[config.mk]
export PLATFORM = sky130hd
export DESIGN_NAME = song_reader_seq_flat
export DESIGN_NICKNAME = d
export VERILOG_FILES = /design/src/rtl/song_reader_seq_if.sv /design/src/rtl/song_reader_seq.sv /design/src/flat_wrapper.sv
export SDC_FILE = /design/constraint.sdc
export NUM_CORES = 1
export LEC_CHECK = 0
export BUFFER_PORTS_ARGS = -buffer_cell sky130_fd_sc_hd__clkbuf_2
export CORE_MARGIN = 2
export CORE_UTILIZATION = 47
export CTS_CLUSTER_SIZE = 8
export DETAILED_ROUTE_END_ITERATION = 6
export GPL_ROUTABILITY_DRIVEN = 0
export MAX_ROUTING_LAYER = met4
export PLACE_DENSITY_LB_ADDON = 0.3
export SETUP_SLACK_MARGIN = 0.1
export SYNTH_ARGS = -nofsm -noshare
export SYNTH_HDL_FRONTEND = slang
export SYNTH_SLANG_ARGS = --single-unit
[constraint.sdc]
create_clock -name clk -period 2.15 [get_ports clk]
set_clock_uncertainty 0.1 [all_clocks]
set_input_delay 0.1075 -clock clk [delete_from_list [all_inputs] [get_ports clk]]
set_output_delay 0.1075 -clock clk [all_outputs]
set_load 0.05 [all_outputs]
[src/rtl/song_reader_seq_if.sv]
// Bundle between the song sequencer, its note ROM, and the note player.
// The sequencer uses the master view; the testbench or the surrounding logic uses the slave view.
interface song_reader_seq_if #(
   parameter int SONG_BITS = 2,
   parameter int IDX_BITS  = 5,
   parameter int NOTE_W    = 6,
   parameter int DUR_W     = 6
);
   logic                          play;
   logic                          stop;
   logic [SONG_BITS-1:0]          song_sel;
   logic                          loop_en;
   logic                          note_done;
   logic [NOTE_W+DUR_W-1:0]       rom_data;
   logic [SONG_BITS+IDX_BITS-1:0] rom_addr;
   logic [NOTE_W-1:0]             note;
   logic [DUR_W-1:0]              duration;
   logic                          new_note;
   logic                          song_done;
   logic                          busy;

   modport master (
      input  play, stop, song_sel, loop_en, note_done, rom_data,
      output rom_addr, note, duration, new_note, song_done, busy
   );

   modport slave (
      output play, stop, song_sel, loop_en, note_done, rom_data,
      input  rom_addr, note, duration, new_note, song_done, busy
   );
endinterface

[src/rtl/song_reader_seq.sv]
// Steps through the note slots of one song in a synchronous ROM and hands each
// {note, duration} to the note player. It supports pause, abort and looping.
//
// state  | meaning
// IDLE   | no song active; play latches song_sel and starts at slot 0
// FETCH  | rom_addr presented, ROM data arrives at the next edge
// ISSUE  | ROM word valid; nonzero duration issues a note, zero ends the song
// WAIT   | note playing; note_done advances, play=0 pauses
// PAUSED | holding position; note_done ignored until play returns
// END    | song_done pulse; loop back to slot 0 or return to IDLE
module song_reader_seq #(
   parameter int SONG_BITS = 2,
   parameter int IDX_BITS  = 5,
   parameter int NOTE_W    = 6,
   parameter int DUR_W     = 6
) (
   input logic              clk,
   input logic              reset,
   song_reader_seq_if.master bus
);

   typedef enum logic [2:0] {
      S_IDLE   = 3'd0,
      S_FETCH  = 3'd1,
      S_ISSUE  = 3'd2,
      S_WAIT   = 3'd3,
      S_PAUSED = 3'd4,
      S_END    = 3'd5
   } state_t;

   localparam logic [IDX_BITS-1:0] IDX_LAST = '1;

   state_t               state_q, state_d;
   logic [SONG_BITS-1:0] song_q, song_d;
   logic [IDX_BITS-1:0]  idx_q, idx_d;
   logic [NOTE_W-1:0]    note_q, note_d;
   logic [DUR_W-1:0]     dur_q, dur_d;
   logic                 new_note_q, new_note_d;
   logic                 song_done_q, song_done_d;

   logic [NOTE_W-1:0]    rom_note;
   logic [DUR_W-1:0]     rom_dur;

   assign {rom_note, rom_dur} = bus.rom_data;

   always_ff @(posedge clk) begin
      if (reset) begin
         state_q     <= S_IDLE;
         song_q      <= '0;
         idx_q       <= '0;
         note_q      <= '0;
         dur_q       <= '0;
         new_note_q  <= 1'b0;
         song_done_q <= 1'b0;
      end else begin
         state_q     <= state_d;
         song_q      <= song_d;
         idx_q       <= idx_d;
         note_q      <= note_d;
         dur_q       <= dur_d;
         new_note_q  <= new_note_d;
         song_done_q <= song_done_d;
      end
   end

   always_comb begin
      state_d     = state_q;
      song_d      = song_q;
      idx_d       = idx_q;
      note_d      = note_q;
      dur_d       = dur_q;
      new_note_d  = 1'b0;
      song_done_d = 1'b0;

      case (state_q)
         S_IDLE: begin
            if (bus.play) begin
               song_d  = bus.song_sel;
               idx_d   = '0;
               state_d = S_FETCH;
            end
         end
         S_FETCH: begin
            state_d = S_ISSUE;
         end
         S_ISSUE: begin
            if (rom_dur != '0) begin
               note_d     = rom_note;
               dur_d      = rom_dur;
               new_note_d = 1'b1;
               state_d    = S_WAIT;
            end else begin
               song_done_d = 1'b1;
               state_d     = S_END;
            end
         end
         S_WAIT: begin
            // note_done outranks a simultaneous pause request
            if (bus.note_done) begin
               if (idx_q == IDX_LAST) begin
                  song_done_d = 1'b1;
                  state_d     = S_END;
               end else begin
                  idx_d   = idx_q + IDX_BITS'(1);
                  state_d = S_FETCH;
               end
            end else if (!bus.play) begin
               state_d = S_PAUSED;
            end
         end
         S_PAUSED: begin
            if (bus.play) begin
               state_d = S_WAIT;
            end
         end
         S_END: begin
            if (bus.loop_en) begin
               idx_d   = '0;
               state_d = S_FETCH;
            end else begin
               state_d = S_IDLE;
            end
         end
         default: begin
            state_d = S_IDLE;
         end
      endcase

      // abort wins over everything once a song is active
      if (bus.stop && (state_q != S_IDLE)) begin
         state_d     = S_IDLE;
         idx_d       = idx_q;
         note_d      = note_q;
         dur_d       = dur_q;
         new_note_d  = 1'b0;
         song_done_d = 1'b0;
      end
   end

   assign bus.rom_addr  = {song_q, idx_q};
   assign bus.note      = note_q;
   assign bus.duration  = dur_q;
   assign bus.new_note  = new_note_q;
   assign bus.song_done = song_done_q;
   assign bus.busy      = (state_q != S_IDLE);

endmodule

[src/flat_wrapper.sv]
// flat-port wrapper written by rule: the top's interface ports become plain ports
module song_reader_seq_flat 
#(
   parameter int SONG_BITS = 2,
   parameter int IDX_BITS  = 5,
   parameter int NOTE_W    = 6,
   parameter int DUR_W     = 6
)
  (clk, reset, bus_play, bus_stop, bus_song_sel, bus_loop_en, bus_note_done, bus_rom_data, bus_rom_addr, bus_note, bus_duration, bus_new_note, bus_song_done, bus_busy);
  song_reader_seq_if #(.SONG_BITS(SONG_BITS), .IDX_BITS(IDX_BITS), .NOTE_W(NOTE_W), .DUR_W(DUR_W)) bus_i ();
  input logic clk;
  input logic reset;
  input wire logic [$bits(bus_i.play)-1:0] bus_play;
  input wire logic [$bits(bus_i.stop)-1:0] bus_stop;
  input wire logic [$bits(bus_i.song_sel)-1:0] bus_song_sel;
  input wire logic [$bits(bus_i.loop_en)-1:0] bus_loop_en;
  input wire logic [$bits(bus_i.note_done)-1:0] bus_note_done;
  input wire logic [$bits(bus_i.rom_data)-1:0] bus_rom_data;
  output wire logic [$bits(bus_i.rom_addr)-1:0] bus_rom_addr;
  output wire logic [$bits(bus_i.note)-1:0] bus_note;
  output wire logic [$bits(bus_i.duration)-1:0] bus_duration;
  output wire logic [$bits(bus_i.new_note)-1:0] bus_new_note;
  output wire logic [$bits(bus_i.song_done)-1:0] bus_song_done;
  output wire logic [$bits(bus_i.busy)-1:0] bus_busy;
  assign bus_i.play = bus_play;
  assign bus_i.stop = bus_stop;
  assign bus_i.song_sel = bus_song_sel;
  assign bus_i.loop_en = bus_loop_en;
  assign bus_i.note_done = bus_note_done;
  assign bus_i.rom_data = bus_rom_data;
  assign bus_rom_addr = bus_i.rom_addr;
  assign bus_note = bus_i.note;
  assign bus_duration = bus_i.duration;
  assign bus_new_note = bus_i.new_note;
  assign bus_song_done = bus_i.song_done;
  assign bus_busy = bus_i.busy;
  song_reader_seq #(.SONG_BITS(SONG_BITS), .IDX_BITS(IDX_BITS), .NOTE_W(NOTE_W), .DUR_W(DUR_W)) u_core (.clk(clk), .reset(reset), .bus(bus_i));
endmodule
After elaboration in Yosys (flattened, before gate mapping):

Cells that the tools add are included.

* register bits after elaboration: 24
* input port bits: 20
* output and inout port bits: 22
* logic and storage cells: 51

* $add $sub $neg: 1
* equal/unequal tests: 12
* muxes and demuxes: 18
* bitwise operators: 2
* reduce and logical (&&, ||, !) cells: 11

Operators by type and width (count)
* $mux W5: 4
* $mux W3: 6
* $pmux W3 S6: 1
* $pmux W5 S3: 1
* $ne A2 B2 Y1 const B: 5
* $eq A3 B2 Y1 const B: 2
* $eq A3 B3 Y1 const B: 2
* $reduce_and A3 Y1: 2
* $reduce_and A6 Y1: 1
* $reduce_bool A3 Y1: 2
* $reduce_bool A6 Y1: 1
* $add A5 B1 Y5 const B: 1
* $eq A5 B5 Y1 const B: 1
* $mux W1: 5
* $eq A3 B1 Y1 const B: 1
* $logic_not A3 Y1: 1
* $ne A3 B3 Y1 const B: 1
* $reduce_or A3 Y1: 1
* $not A1 Y1: 2
* $pmux W1 S2: 1
* $reduce_and A2 Y1: 1
* $reduce_or A2 Y1: 1
* $logic_and A1 B1 Y1: 1

Longest topological paths before layout:

Gate-level depths: netlist of the first run.

* depth in word-level cells: 4
* depth in mapped cells: 7
* gate-level depth less buffers: 7

Worst setup path after synthesis of the first run:

No wires, ideal clock.

* path type: register to register
* start: reg u_core.idx_q[0]
* end: reg u_core.idx_q[3]
* data arrival time: 1.914 ns
* slack: 0.062 ns
* stages on the path, launching flop included: 8
* buffers on the path: 0
* clock period less this slack: 2.088 ns
* path through: dfxtp_1 -> ha_1 -> and3_1 -> ha_1 -> nor2_1 -> nand3_1 -> or3_1 -> a31oi_1

* longest elaborated chain between the ends: 4
* elaborated cells between the ends (all ways): 7

Ends and longest elaborated chain
* from (decl): RTL line song_reader_seq.sv:35 `logic [IDX_BITS-1:0] idx_q, idx_d;`
* from (signal assigned): RTL line song_reader_seq.sv:58 `idx_q <= idx_d;`
* $add A5 B1 Y5: RTL line song_reader_seq.sv:104 `idx_d = idx_q + IDX_BITS'(1);`
* $mux W5: RTL line song_reader_seq.sv:100 `if (idx_q == IDX_LAST) begin`
* $mux W5: RTL line song_reader_seq.sv:99 `if (bus.note_done) begin`
* $pmux W5 S3: RTL line song_reader_seq.sv:75 `case (state_q)`

Parallel ways exist; a longest one is shown, timed or not. The select of a mux whose other input is x is not followed.
A chain may end at the register's enable or synchronous reset.

Worst setup path after layout of the first run:

Ends and elaborated chain as after synthesis.

==> impl_metrics.csv, run 1 <==
group,metric,value,unit
worst_hold_path,hp-start,"bus_play",
floorplan,io_pins,42,
setup_path,path_max_fanout,6,
synthesis,yosys_most_used_dff,"dfxtp_1",
grt,grt_pass1_wl,4.13,mm
finish,drive_above_1_share,0.305,
grt,gr-total-overflow,0,
finish,most-common-layout-cells,"clkbuf_2 (41), dfxtp_1 (22), nor2_1 (19)",
sta,tightest_slew,0.514,ns
setup_path,path_delay_family,"simple AND/OR/NAND/NOR gates",
finish,nets,197,
clock_tree,cts_setup_buffers,0,
setup_path,crit_buf_inv,0,
clock_tree,htree_levels,1,
pwr,power_density,664,mW/mm²
pwr,power.total,1.01,mW
placed_design,placed_area,0.00132,mm²
sta,final_hold_viol_count,0,
worst_hold_path,holdPathEnd,"u_core.state_q[0]",
floorplan,dieWidth,52.7,µm
clock_tree,cts_buffers,3,
sta,timing.setup.tns,0,ns
pwr,peakVddDrop,0.489,mV
status,status,"completed",
sta,period_share,0.902,
sta,fmax,516,MHz
setup_path,crit_type,"reg -> reg",
drt,wl_per_cell,12.4,µm
synthesis,synth_edf_count,0,
setup_path,cpPeakStageDelay,0.37,ns
finish,final_common_cell,"clkbuf_2",
grt,grt_pass1_vias,945,
worst_hold_path,min_path_cells,3,
floorplan,die_h,52.7,µm
setup_path,cp-start-kind,"flip-flop",
sta,rsz0062_at_grt,"no",
setup_path,rr_worst_depth,7,
clock_tree,clk_pin_slew,0.13,ns
synthesis,yosysSeqAreaShare,0.431,
synthesis,synth_cell_types,32,
drt,wl,2.51,mm
setup_path,crit_path_top_delay_cell,"dfxtp_2",
placed_design,dp.final_hpwl,1.65,mm
drt,first_pass_iters,4,
clock_tree,insertion_delay,0.31,ns
setup_path,arrival,2.09,ns
setup_path,required,2.30,ns
setup_path,path_common_cell,"ha_1",
setup_path,r2r-end,"u_core.idx_q[3]",
sta,setup_slack,0.211,ns
setup_path,cp-end-kind,"flip-flop",
sta,period_minus_slack,1.94,ns
synthesis,syn_inst,119,
grt,antenna_found_initial,0,
sta,setup_viol,0,
synthesis,ys_seq_elements,24,
drt,drc,0,
worst_hold_path,min_path_type,"in -> reg",
setup_path,reg2reg_slack,0.21,ns
synthesis,synth-async-reset-ratio,0,
floorplan,core,0.00223,mm²
drt,routed_via_density,5.20,
setup_path,crit_chain,"ha_1, and3_1, ha_1, nor2_1, nand3_2, or3_1, a31oi_1",
sta,relSlewSlack,0.655,
setup_path,r2r-start,"u_core.idx_q[0]",
grt,met1_usage,0.251,
drt,drtAntennaViolNets,0,
grt,grt_use_met2,0.348,
placed_design,io_buffers,41,
synthesis,yosysWarningCount,0,
placed_design,post-place-ws,0.207,ns
synthesis,syn_area,0.00111,mm²
finish,antenna_cells,0,
clock_tree,root_buffer,"clkbuf_4",
floorplan,start_util,0.499,
grt,grt.busiest_layer,"met2",
grt,use_met3,0.0343,
drt,drt_iter0_drc,8,
floorplan,num_rows,17,
synthesis,syn_avg_cell_area,9.37,µm²
clock_tree,clk_path_buf_depth,2,
clock_tree,cts.sinks,24,
grt,track_usage,0.208,
drt,vias,1050,
floorplan,die_area,0.00278,mm²
setup_path,startpoint,"u_core.idx_q[0]",
clock_tree,cts_tree,"built",
finish,area_delta_synth_final,36.9,%
pwr,leakagePower,0.663,nW
flow_run,cap_violations,0,
grt,grt_max_degree,25,
synthesis,synth_fp_nets,141,
finish,fin_area,0.00153,mm²
sta,slew_violations,0,
what timing repair did:
| item | CTS | global route |
|---|---|---|
| gates resized for setup | 0 | 1 |
| endpoints found under the setup margin | 0 | 1 |
| endpoints found under the hold margin | 16 | 0 |
| hold buffers | 15 | 0 |
state kept, by name, summed over array words and instances, names as in the netlist:
register and count:
u_core.bus.note 6, u_core.state_q 3, u_core.bus.duration 6, u_core.bus.new_note 1, u_core.idx_q 5, u_core.bus.song_done 1
u_core.song_q 2
power breakdown:
| group | internal, mW | leakage (nW) | total, mW | switching [mW] |
|---|---|---|---|---|
| Clock | 0.188 | 0.0279 | 0.322 | 0.134 |
| Sequential | 0.462 | 0.195 | 0.481 | 0.0182 |
| Combinational | 0.0801 | 0.440 | 0.211 | 0.131 |
| Total | 0.731 | 0.663 | 1.01 | 0.283 |
cell usage after synthesis (2+ instances only):
| master | count | area share |
|---|---|---|
| a21o_1 | 2 | 0.013 |
| nand3_1 | 12 | 0.054 |
| mux2i_1 | 14 | 0.13 |
| nand2b_1 | 3 | 0.017 |
| a221oi_1 | 3 | 0.024 |
| a31oi_1 | 2 | 0.011 |
| ha_1 | 2 | 0.022 |
| clkbuf_1 | 2 | 0.0067 |
| o21ai_0 | 3 | 0.013 |
| dfxtp_1 | 24 | 0.43 |
| and3_1 | 2 | 0.011 |
| a21oi_1 | 4 | 0.018 |
| buf_2 | 3 | 0.013 |
| nand2_1 | 4 | 0.013 |
| or3_1 | 2 | 0.011 |
| nor2_1 | 19 | 0.064 |
| a32oi_1 | 2 | 0.016 |
| nand3b_1 | 2 | 0.013 |
worst max path at each step:
| stage | endpoint | slack, ns | cells after the start |
|---|---|---|---|
| CTS | u_core.idx_q[3] | 0.17 | 7 |
| floorplan | u_core.idx_q[3] | 0.20 | 7 |
| finish | u_core.idx_q[3] | 0.21 | 7 |
| global route | u_core.idx_q[3] | 0.11 | 7 |
| global placement | u_core.idx_q[3] | 0.25 | 7 |
| detailed placement | u_core.idx_q[3] | 0.21 | 7 |
layer usage:
metal | up-vias | routed length (µm)
li1 | 540 | -
met1 | 478 | 1120
met2 | 28 | 1260
met3 | 4 | 94
met4 | 0 | 33
met5 | - | 0
final cells by class:
class / instances / area (µm²)
inverters: 1 / 3.75
flip-flops and latches: 24 / 483
clock buffers: 3 / 22.5
multi-input cells: 87 / 582
fillers: 180 / 707
clock inverters: 1 / 30.0
well taps: 28 / 35.0
repair buffers: 58 / 370
worst min-delay path, stage by stage:
cell and delay, ns:
clkbuf_2 0.11, inv_1 0.11, a221oi_1 0.10
stage by stage:
| step | std cells | hold slack, ns | util |
|---|---|---|---|
| 3_5_place_dp | 183 | 0.255 | 0.590 |
| 4_1_cts | 202 | 0.0302 | 0.681 |
| 5_1_grt | 202 | 0.0773 | 0.683 |
| 2_1_floorplan | 119 | 0.0862 | - |
| 6_report | 202 | 0.0410 | 0.683 |
| 3_3_place_gp | 183 | 0.241 | 0.590 |
logic make-up (layout without fill, tap and decap cells):
kind of cell               Yosys count  in the layout  synth area share
adders and majority gates            2              2            0.0224
buffers and inverters                8             63            0.0516
DFF                                 24             24             0.431
AOI/OAI and AO/OA                   18             18             0.114
and+or+nand+nor                     53             53             0.255
muxes                               14             14             0.126
Power figures use the tool's default switching activity.
==> run 2: changes to the inputs <==
Settings changed: CORE_UTILIZATION 47 to 50, CTS_BUF_LIST set to sky130_fd_sc_hd__clkbuf_2.
Clock period 2.15 ns to 1.8 ns, I/O delays scaled along.
==> run 2 against run 1 <==
Setup slack worse by 0.13 ns. Count of clock-buffer cells in the layout did not move. Via count up 7.9%. Wire length increased by 16%. Register-to-register slack lost 0.13 ns. Fmax rose by 13%. Utilization increased by 10 points. Sequential share of layout area fell by 2.8 points. Final area grew 12%. Clock power increased by 11%. Sequential power up 17%. Worst hold slack lost 0.012 ns. Critical endpoint is now u_core.bus.note[5]. Largest power group unchanged.
==> impl_metrics.csv, run 2 (synthesized netlist as in run 1, its figures left out) <==
group,metric,value,unit
finish,antenna_cells,0,
status,status,"completed",
drt,first_pass_iters,4,
grt,grt_pass1_wl,4.42,mm
setup_path,startpoint,"u_core.state_q[0]",
sta,period_share,0.955,
grt,gr-total-overflow,0,
finish,area_delta_synth_final,53.4,%
floorplan,core,0.00217,mm²
grt,grt_pass1_vias,1051,
setup_path,cpPeakStageDelay,0.54,ns
finish,drive_above_1_share,0.384,
sta,setup_viol,0,
floorplan,die_area,0.00262,mm²
drt,wl_per_cell,13.7,µm
grt,track_usage,0.233,
floorplan,dieWidth,51.2,µm
pwr,leakagePower,0.733,nW
finish,fill_cells,151,
sta,holdWs,0.0285,ns
finish,most-common-layout-cells,"clkbuf_2 (42), nor2_1 (18), dfxtp_1 (18)",
floorplan,die_h,51.2,µm
clock_tree,root_buffer,"clkbuf_2",
worst_hold_path,hp-start,"bus_note_done",
setup_path,rr_worst_depth,5,
setup_path,path_depth,5,
drt,routed_via_density,5.32,
sta,setup_slack,0.0806,ns
clock_tree,clk_pin_slew,0.23,ns
setup_path,critPathCapture,"u_core.bus.note[5]",
pwr,power.total,1.24,mW
setup_path,crit_buf_inv,1,
sta,fmax,582,MHz
drt,drt_iter0_drc,30,
placed_design,dp.final_hpwl,1.80,mm
sta,tightest_slew,0.490,ns
setup_path,crit_type,"reg -> reg",
clock_tree,cts_tree,"built",
sta,final_hold_viol_count,0,
drt,drtAntennaViolNets,0,
placed_design,post-place-ws,0.0435,ns
sta,rsz0062_at_grt,"yes",
sta,relSlewSlack,0.673,
worst_hold_path,min_path_type,"in -> reg",
clock_tree,htree_levels,1,
setup_path,path_delay_family,"simple AND/OR/NAND/NOR gates",
grt,antenna_found_initial,0,
drt,wl,2.92,mm
clock_tree,cts_buffers,3,
clock_tree,insertion_delay,0.34,ns
setup_path,path_max_fanout,6,
setup_path,reg2reg_slack,0.08,ns
finish,nets,208,
grt,grt_max_degree,25,
clock_tree,clk_path_buf_depth,2,
pwr,peakVddDrop,0.835,mV
flow_run,cap_violations,0,
clock_tree,cts.sinks,24,
sta,period_minus_slack,1.72,ns
floorplan,num_rows,17,
sta,slew_violations,0,
floorplan,io_pins,42,
setup_path,crit_path_top_delay_cell,"or4b_4",
setup_path,r2r-start,"u_core.state_q[0]",
setup_path,crit_chain,"or4b_4, a21oi_4, clkbuf_16, mux2i_1, nor2_1",
setup_path,cp-start-kind,"flip-flop",
setup_path,arrival,1.88,ns
setup_path,r2r-end,"u_core.bus.note[5]",
pwr,power_density,727,mW/mm²
drt,drc,0,
floorplan,start_util,0.514,
placed_design,io_buffers,41,
finish,final_common_cell,"clkbuf_2",
setup_path,cp-end-kind,"flip-flop",
drt,vias,1133,
setup_path,required,1.96,ns
-- run 2: cell types whose count changed in the layout (fill, tap and decap cells not counted), sizes merged --
cell | before | now
buf | 2 | 12
dlymetal6s4s | 0 | 1
dlygate4sd3 | 15 | 16
clkbuf | 44 | 43
-- run 2: how the worst min path moves through the flow --
stage                               endpoint  cells after the start
after floorplan            u_core.state_q[1]                      1
after CTS                    u_core.idx_q[3]                      4
after global routing         u_core.idx_q[3]                      4
after global placement      u_core.song_q[1]                      3
after detailed placement  u_core.bus.note[0]                      3
final                        u_core.idx_q[3]                      4
-- run 2: area by class of cell --
type | count | area (µm²) | share of cell area
multi-input cells | 87 | 633 | 0.370
well taps | 28 | 35.0 | 0.0205
inverters | 1 | 3.75 | 0.00219
repair buffers | 69 | 500 | 0.293
flip-flops and latches | 24 | 493 | 0.288
clock inverters | 1 | 30.0 | 0.0176
clock buffers | 3 | 15.0 | 0.00878
-- run 2: metrics by stage --
| stage | instances | cell area [µm²] | util | TNS, ns |
|---|---|---|---|---|
| after CTS | 211 | 1640 | 0.757 | 0 |
| after global placement | 187 | 1400 | 0.643 | 0 |
| after global routing | 213 | 1710 | 0.788 | 0 |
| final | 213 | 1710 | 0.788 | 0 |
| after floorplan | 119 | 1150 | - | -0.00484 |
| after detailed placement | 187 | 1400 | 0.643 | 0 |
-- run 2: worst register-to-register path: stages (launching register included) --
cell and delay [ns]:
dfxtp_2 0.37, or4b_4 0.54, a21oi_4 0.20, clkbuf_16 0.19, mux2i_1 0.19, nor2_1 0.05
-- run 2: repair_timing --
item | in CTS | in global routing
setup buffers | 3 | 1
hold endpoints to repair | 19 | 0
cloned | 0 | 1
hold buffers | 17 | 0
gates resized for setup | 2 | 10
pin swaps | 2 | 5
setup endpoints to repair | 4 | 17
-- run 2: per-layer routing --
layer / vias up / share of wire / global-route usage
met5: - / 0 / -
met4: 0 / 0.018 / 0.110
met3: 6 / 0.047 / 0.0351
met2: 45 / 0.52 / 0.409
met1: 520 / 0.42 / 0.259
li1: 562 / - / -
-- run 2: power breakdown --
part           switching [mW]  leakage (nW)  internal [mW]  total, mW
registers              0.0102         0.198          0.552      0.562
logic                   0.185         0.509          0.139      0.324
clock network           0.167        0.0266          0.191      0.358
total                   0.362         0.733          0.882       1.24
